==> config.mk <==
export PLATFORM = sky130hd
export DESIGN_NAME = cs_ip_gen
export DESIGN_NICKNAME = d
export VERILOG_FILES = /design/src/rtl/cs_ip_pkg.sv /design/src/rtl/cs_oc_adder.sv /design/src/rtl/cs_ip_gen.sv
export SDC_FILE = /design/constraint.sdc
export NUM_CORES = 1
export LEC_CHECK = 0
export ABC_CLOCK_PERIOD_IN_PS = 8189
export CORE_MARGIN = 2
export CORE_UTILIZATION = 35
export DETAILED_ROUTE_END_ITERATION = 10
export PLACE_DENSITY = 0.59
export SYNTH_ARGS = -nofsm -noshare
export SYNTH_HDL_FRONTEND = slang
export SYNTH_HIERARCHICAL = 1
export SYNTH_SLANG_ARGS = --single-unit
==> constraint.sdc <==
create_clock -name clk -period 8.19 [get_ports clk]
set_clock_uncertainty 0.05 [all_clocks]
set_input_delay 0.819 -clock clk [delete_from_list [all_inputs] [get_ports clk]]
set_output_delay 0.819 -clock clk [all_outputs]
set_load 0.02 [all_outputs]
==> src/rtl/cs_ip_pkg.sv <==
// Shared definitions for the checksum generator and its checker: state encoding,
// frame geometry helpers and the ones-complement end-around fold.
package cs_ip_pkg;

  localparam logic [1:0] ST_IDLE = 2'd0;
  localparam logic [1:0] ST_ACC  = 2'd1;
  localparam logic [1:0] ST_FOLD = 2'd2;
  localparam logic [1:0] ST_OUT  = 2'd3;

  typedef enum logic [1:0] {
    S_IDLE = ST_IDLE,
    S_ACC  = ST_ACC,
    S_FOLD = ST_FOLD,
    S_OUT  = ST_OUT
  } state_t;

  function automatic int nseg_f(input int width_data, input int seg_w);
    return width_data / seg_w;
  endfunction

  function automatic int cnt_w_f(input int nseg);
    return $clog2(nseg);
  endfunction

  // Repeatedly adds the bits above seg_w back into the low seg_w bits.
  function automatic logic [63:0] oc_fold(input logic [63:0] v, input int seg_w);
    logic [63:0] mask;
    logic [63:0] r;
    mask = (64'd1 << seg_w) - 64'd1;
    r    = v;
    for (int i = 0; i < 4; i++) begin
      r = (r & mask) + (r >> seg_w);
    end
    return r;
  endfunction

endpackage

==> src/rtl/cs_oc_adder.sv <==
// Combinational ones-complement adder: folded running sum plus SPC segments,
// producing a SEG_W result with all carries wrapped around.
module cs_oc_adder
  import cs_ip_pkg::*;
#(
  parameter int SEG_W = 16,
  parameter int SPC   = 1
) (
  input  logic [SEG_W-1:0]     acc,
  input  logic [SPC*SEG_W-1:0] segs,
  output logic [SEG_W-1:0]     sum
);

  localparam int ACC_W = SEG_W + $clog2(SPC + 1) + 1;

  logic [ACC_W-1:0] total;

  always_comb begin
    total = ACC_W'(acc);
    for (int j = 0; j < SPC; j++) begin
      total = total + ACC_W'(segs[j*SEG_W +: SEG_W]);
    end
    sum = SEG_W'(oc_fold(64'(total), SEG_W));
  end

endmodule

==> src/rtl/cs_ip_gen.sv <==
// Checksum generator: accumulates payload segments SPC at a time, then emits the
// frame with segment 0 replaced by the inverted ones-complement sum.
module cs_ip_gen
  import cs_ip_pkg::*;
#(
  parameter int WIDTH_DATA = 256,
  parameter int SEG_W      = 16,
  parameter int SPC        = 1
) (
  input  logic                  clk,
  input  logic                  rst_n,
  input  logic                  in_valid,
  input  logic [WIDTH_DATA-1:0] in_data,
  output logic                  busy,
  output logic                  out_valid,
  output logic [WIDTH_DATA-1:0] out_data
);

  localparam int NSEG  = nseg_f(WIDTH_DATA, SEG_W);
  localparam int CNT_W = cnt_w_f(NSEG);

  state_t                  state_p0, state_nxt;
  logic [WIDTH_DATA-1:0]   frame_p0, frame_nxt;
  logic [SEG_W-1:0]        acc_p0, acc_nxt, acc_sum;
  logic [CNT_W-1:0]        cnt_p0, cnt_nxt;
  logic [SPC*SEG_W-1:0]    segs;
  logic                    vld_p1, vld_nxt;
  logic [WIDTH_DATA-1:0]   out_data_p1, out_nxt;

  // Segment window cnt..cnt+SPC-1; indices past the last segment read as zero.
  always_comb begin
    segs = '0;
    for (int j = 0; j < SPC; j++) begin
      if (int'(cnt_p0) + j < NSEG) begin
        segs[j*SEG_W +: SEG_W] = SEG_W'(frame_p0 >> ((int'(cnt_p0) + j) * SEG_W));
      end
    end
  end

  cs_oc_adder #(
    .SEG_W (SEG_W),
    .SPC   (SPC)
  ) u_adder (
    .acc  (acc_p0),
    .segs (segs),
    .sum  (acc_sum)
  );

  // acc is kept folded every ACC cycle, so FOLD only has to invert it.
  always_comb begin
    state_nxt = state_p0;
    frame_nxt = frame_p0;
    acc_nxt   = acc_p0;
    cnt_nxt   = cnt_p0;
    vld_nxt   = 1'b0;
    out_nxt   = '0;
    unique case (state_p0)
      S_IDLE: begin
        if (in_valid) begin
          frame_nxt = in_data;
          acc_nxt   = '0;
          cnt_nxt   = CNT_W'(1);
          state_nxt = S_ACC;
        end
      end
      S_ACC: begin
        acc_nxt = acc_sum;
        cnt_nxt = cnt_p0 + CNT_W'(SPC);
        if (int'(cnt_p0) + SPC > NSEG - 1) begin
          state_nxt = S_FOLD;
        end
      end
      S_FOLD: begin
        vld_nxt   = 1'b1;
        out_nxt   = {frame_p0[WIDTH_DATA-1:SEG_W], ~acc_p0};
        state_nxt = S_OUT;
      end
      S_OUT: begin
        state_nxt = S_IDLE;
      end
      default: begin
        state_nxt = S_IDLE;
      end
    endcase
  end

  always_ff @(posedge clk or negedge rst_n) begin
    if (!rst_n) begin
      state_p0    <= S_IDLE;
      frame_p0    <= '0;
      acc_p0      <= '0;
      cnt_p0      <= '0;
      vld_p1      <= 1'b0;
      out_data_p1 <= '0;
    end else begin
      state_p0    <= state_nxt;
      frame_p0    <= frame_nxt;
      acc_p0      <= acc_nxt;
      cnt_p0      <= cnt_nxt;
      vld_p1      <= vld_nxt;
      out_data_p1 <= out_nxt;
    end
  end

  assign busy      = (state_p0 != S_IDLE);
  assign out_valid = vld_p1;
  assign out_data  = out_data_p1;

endmodule
# After elaboration in Yosys (flattened, before gate mapping)
# Index checks and enable logic that the tools add are counted.
# W data, S select, Z words.
# word_totals
regBits	535
mem_count	0
latch_bits	0
output_inout_bits	258
romBits	0
mem_bits_rw	0
# classes
n_bitwise	1
shifts	1
n_eq_ne	5
muxes	10
n_mul	0
magnitude_cmp	2
n_div	0
addsub	7
reduce_logical	6
# op_table
cell	count
$mux W256	1
$shr A256 B8 Y16	1
$add A16 B1 Y17	2
$mux W16	2
$pmux W16 S2	1
$add A16 B16 Y17	1
$add A16 B2 Y17	1
$add A16 B16 Y16	1
$not A16 Y16	1
$pmux W2 S4	1
$pmux W4 S2	1
$reduce_and A2 Y1	3
$add A4 B1 Y5 const B	1
$gt A5 B4 Y1 const B	1
$lt A4 B5 Y1 const B	1
$add A4 B1 Y4 const B	1
$eq A2 B2 Y1 const B	2
$mux W2	2
$mux W4	1
$ne A2 B2 Y1 const B	2
$reduce_bool A2 Y1	2
$eq A2 B1 Y1 const B	1
$logic_not A2 Y1	1
$mux W1	1

# Logic depth before layout (Yosys ltp)
# depth
word_depth	8
mapped_depth	44
mapped_depth_nobuf	41

# Cells and area by module
# The synthesis kept the hierarchy.
# by_module_without_submodules
mod	cells_per_inst	area_each_um2	seq_area_each_um2	n_inst
cs_ip_gen	1298	20400.8	13387.8	1
cs_oc_adder	290	2215.9	0.0	1

# Least setup slack after synthesis
# Ideal clock, no wire load.
# synth_timing
kind	register -> register
startpoint	register cnt_p0[0]
endpoint	register acc_p0[15]
path_buffers	2
path_stages_with_launch	37
required_ns	8.019
path_slack_ns	-0.750
arrival_time_ns	8.769
cell_sequence	dfrtp_1 buf_6 buf_2 mux4_2 o22ai_1 nor2_1 ha_1 a211oi_4 o21a_1 a211oi_1 or3_1 a2111o_1 o211a_1 or4_1 nor3_1 ha_1 ha_1 nand2_1 a211oi_2 nand2_1 nor4_1 ha_1 ha_1 nand3b_1 or3_1 or2_4 or3_1 nor4_1 ha_1 nand3_1 and3b_1 and3_1 nand3b_1 a2111oi_4 o211ai_2 xor2_1 a22o_1
# synth_via
elab_chain_len	8
elab_cells_between_ends	9
classes_between	add/sub (5); order compare (1); shift (1); mux (2)
# synth_lines
item	line_no	source
start, declared	cs_ip_gen.sv:25	logic [CNT_W-1:0] cnt_p0, cnt_nxt;
start signal, assigned	cs_ip_gen.sv:99	cnt_p0 <= cnt_nxt;
$shr A256 B8 Y16 or $lt A4 B5 Y1 (tied branches)	cs_ip_gen.sv:35, cs_ip_gen.sv:34	
$mux W16 (*)	cs_ip_gen.sv:34	if (int'(cnt_p0) + j < NSEG) begin
via segs[1]	cs_ip_gen.sv:26	logic [SPC*SEG_W-1:0] segs;
$add A16 B16 Y17 (*)	cs_oc_adder.sv:21	total = total + ACC_W'(segs[j*SEG_W +: SEG_W]);
$add A16 B2 Y17 (*)	cs_ip_pkg.sv:32	r = (r & mask) + (r >> seg_w);
$add A16 B1 Y17 (*) (2 in series)	cs_ip_pkg.sv:32	
$add A16 B16 Y16 (*)	cs_ip_pkg.sv:32	
via acc_sum[15]	cs_ip_gen.sv:24	logic [SEG_W-1:0] acc_p0, acc_nxt, acc_sum;
$pmux W16 S2 (*)	cs_ip_gen.sv:57	unique case (state_p0)
end signal, assigned	cs_ip_gen.sv:98	acc_p0 <= acc_nxt;
end, declared	cs_ip_gen.sv:24	
# Mark *: on every way through the listed nets, which the timed path passes. The rest lies on a longest branch.
# A chain may end at the register's enable or synchronous reset.

# Worst setup path in the final report
# Same ends and word-level chain as after synthesis.

==> results by group <==
Synth
  – Synth cell types: 79
  – Gate Count Post-Synth: 1588
  – Sequential area share after synthesis: 59.2%
  – Synthesis-stage register bit count: 535
  – Synth warn: 6
  – Post-synth top flop: dfrtp_1
  – Post-synth ARST share: 100%
  – Average size of a mapped cell: 14.2 um^2
  – Synth Net Count: 1877
  – Netlist Area Pre-Place: 22600 um^2
  – Synth top area share: 59.2%
  – Post-synth EDFFs: 0
  – Synth area leader: dfrtp_1
  – Synth area leaders: dfrtp_1 59%, mux2_2 13%, and2_1 6.8%

Place
  – Pre-CTS WS: -460 ps
  – Post-DP HPWL: 55700 um
  – GPL Wtd Cong: 0.894
  – Number of port buffers: 516
  – Placed insts: 3008

Clocking
  – Max Root-Sink Buffers: 3
  – Clock sink total: 535
  – TritonCTS clock tree: yes
  – TritonCTS Buffers: 57
  – Clock insertion delay at the later pin of the skew report: 620 ps
  – Reg clk slew, reported paths: 60 ps
  – Post-cts hold buffer count: 0
  – Clk root buf: clkbuf_16
  – H-tree Lvls: 2

Layout
  – Fill count: 5494
  – Final #Nets: 2541
  – Non-Filler Instances: 3156
  – Area growth, synth to finish: 43.3%
  – Layout cell share with drive strength beyond 1: 30.1%
  – Fin util: 50.5%

STA
  – Fin crit share: 102%
  – Slew HR: 33.8%
  – Fmax: 0.119 GHz
  – Minimum clock period: 8370 ps
  – Setup repair after global routing missed its margin: true
  – Slew Viols, Final: 0
  – Worst Setup Slack, final: -185 ps
  – Endpoints failing hold: 0
  – Final setup fails: 5
  – Setup TNS: -599 ps
  – Worst Max-Slew Pin Slew: 993 ps

Route
  – Detailed Route Iter0 Violations: 942
  – Detailed Route WL: 74900 um
  – Via count: 15600
  – ANT nets after route: 0
  – # DRC: 0
  – Drt first pass iters: 4
  – Avg Vias per Cell: 4.94
  – Routed WL per cell: 23.7 um

Worst setup path
  – Crit path launch type: register
  – Critical path fanouts, max: 8
  – Nature of the critical path endpoint: register
  – WP data arrival: 8810 ps
  – Reg2reg start: cnt_p0[0]
  – CP Data Required Time: 8620 ps
  – Critical Path Max Stage Delay: 500 ps
  – Slowest-stage cell, CP: dfrtp_4
  – Setup Crit Path Kind: register to register
  – Crit. Startpoint: cnt_p0[0]

Global routing
  – Total GRT Usage: 22.1%
  – First-pass GRT wire length: 109000 um
  – Pin count of the biggest net entering global routing: 172
  – Initial antenna violation count: 11
  – Grt ovf: 0
  – Vias in the first global route: 16600

Power
  – Total Power: 17.0 mW
  – PwrDens: 525 nW/um^2
  – VDD IR-drop max: 0.272 mV
  – Pleak: 14.0 nW

Floorplan
  – IO Pins: 517
  – Row count: 93
  – CORE AREA: 64100 um^2
  – Die Width: 258 um
  – Die area: 66700 um^2
  – Initial Utilization: 35.3%
  – Die height: 258 um

Run status
  – Failing checks: setup timing
  – Status: finished, violations left

Min path
  – Worst Hold Class: input pin to asynchronous set/reset pin

Run
  – Number of max-cap violations: 0
[cells in the final DEF (no fill, tap or decap), drive strengths merged, types with 4 or more instances in the layout]
| master | n |
|---|---|
| nor4 | 4 |
| xor2 | 18 |
| nand4 | 7 |
| nand2b | 6 |
| nand3 | 19 |
| nand2 | 30 |
| xnor2 | 36 |
| a21oi | 20 |
| and2 | 247 |
| nor2 | 32 |
| or3 | 6 |
| ha | 29 |
| o21ai | 11 |
| clkbuf | 80 |
| clkdlybuf4s50 | 515 |
| a22o | 16 |
| nor3 | 7 |
| o21a | 4 |
| clkinv | 13 |
| inv | 16 |
| nor2b | 21 |
| bufinv | 5 |
| o211ai | 5 |
| a22oi | 11 |
| mux4 | 64 |
| and3 | 6 |
| dfrtp | 535 |
| o22ai | 25 |
| o211a | 4 |
| or2 | 5 |
| a21o | 4 |
| mux2 | 258 |
| a211oi | 7 |
| or4 | 4 |
| buf | 177 |
| diode | 4 |
[worst paths after layout]
check | endpoint | slack, ps | cells after the start
setup / recovery | acc_p0[15] | -180 | 38
hold / removal | out_data[243] | 120 | 1
setup reg to reg | acc_p0[15] | -180 | 38
hold reg to reg | out_data[95] | 440 | 1
max in group asynchronous | frame_p0[91] | 6510 | 2
min in group clk | out_data[95] | 440 | 1
[routing by layer]
metal	GRT usage [%]	vias up	part of all wire [%]
met5	0	-	0.071
met4	6.86	8	3.1
met3	4.34	115	4.8
met2	38.0	394	51
met1	28.1	8135	41
li1	-	6930	-
[report_power, final]
group | internal, mW | switching [mW]
clock | 1.54 | 1.08
sequential | 3.83 | 0.888
combinational | 4.84 | 4.83
[sequential cells by signal, indices dropped and copies added, names as in the netlist]
name / flops
cnt_p0: 4
frame_p0: 256
out_data: 256
acc_p0: 16
state_p0: 2
out_valid: 1
[metrics by stage]
step | hold WS [ps] | instance area, um^2
final | 124 | 32400
after global routing | 140 | 32400
after CTS | 167 | 32100
after detailed placement | 440 | 29700
after global placement | 433 | 29700
after floorplan | 379 | 22800
[area by class of cell]
class                           instances  area, um^2  area share, %
Antenna cell                            4        10.0         0.0309
Clock buffer                           80        1620           5.01
Clock inverter                         24         279          0.861
Inverter                               13        48.8          0.151
Multi-Input combinational cell        953        9270           28.6
Sequential cell                       535       13400           41.3
Tap cell                              855        1070           3.30
Timing Repair Buffer                  692        6700           20.7
[synth_stat cells (19+ instances only)]
cell type	number
xnor2_1	36
nor2b_1	21
dfrtp_1	535
mux2_2	257
nand2_1	30
a21oi_1	20
nand3_1	19
ha_1	29
buf_2	35
o22ai_1	25
nor2_1	32
mux4_2	63
clkbuf_1	44
and2_1	247
[critical path, delay by kind of cell (launching register included)]
kind	cells	cell delay (ps)
buffers and inverters	4	560
AO/OA/AOI/OAI	8	1570
XOR/XNOR	1	170
AND/OR/NAND/NOR	18	3490
flip-flops	1	500
multiplexers	1	490
adder cells (fa/ha/maj)	6	1370
[cell families (layout without fill, tap and decap cells)]
family | after synthesis | in the layout | share of synthesized area [%]
simple gates | 406 | 406 | 10.7
compound gates | 137 | 137 | 4.65
other cells | 0 | 4 | 0
buf+inv | 100 | 809 | 2.10
mux | 325 | 325 | 19.4
fa+ha+maj | 30 | 30 | 1.69
flops | 535 | 535 | 59.2
xor+xnor | 55 | 55 | 2.31
[what timing repair did]
item	in CTS	in global routing
pin swaps	19	11
endpoints found under the setup margin	7	10
gates resized for setup	49	37
gates cloned	1	0
buffers inserted	23	18
No activity file was read; power rests on OpenSTA's default activity.
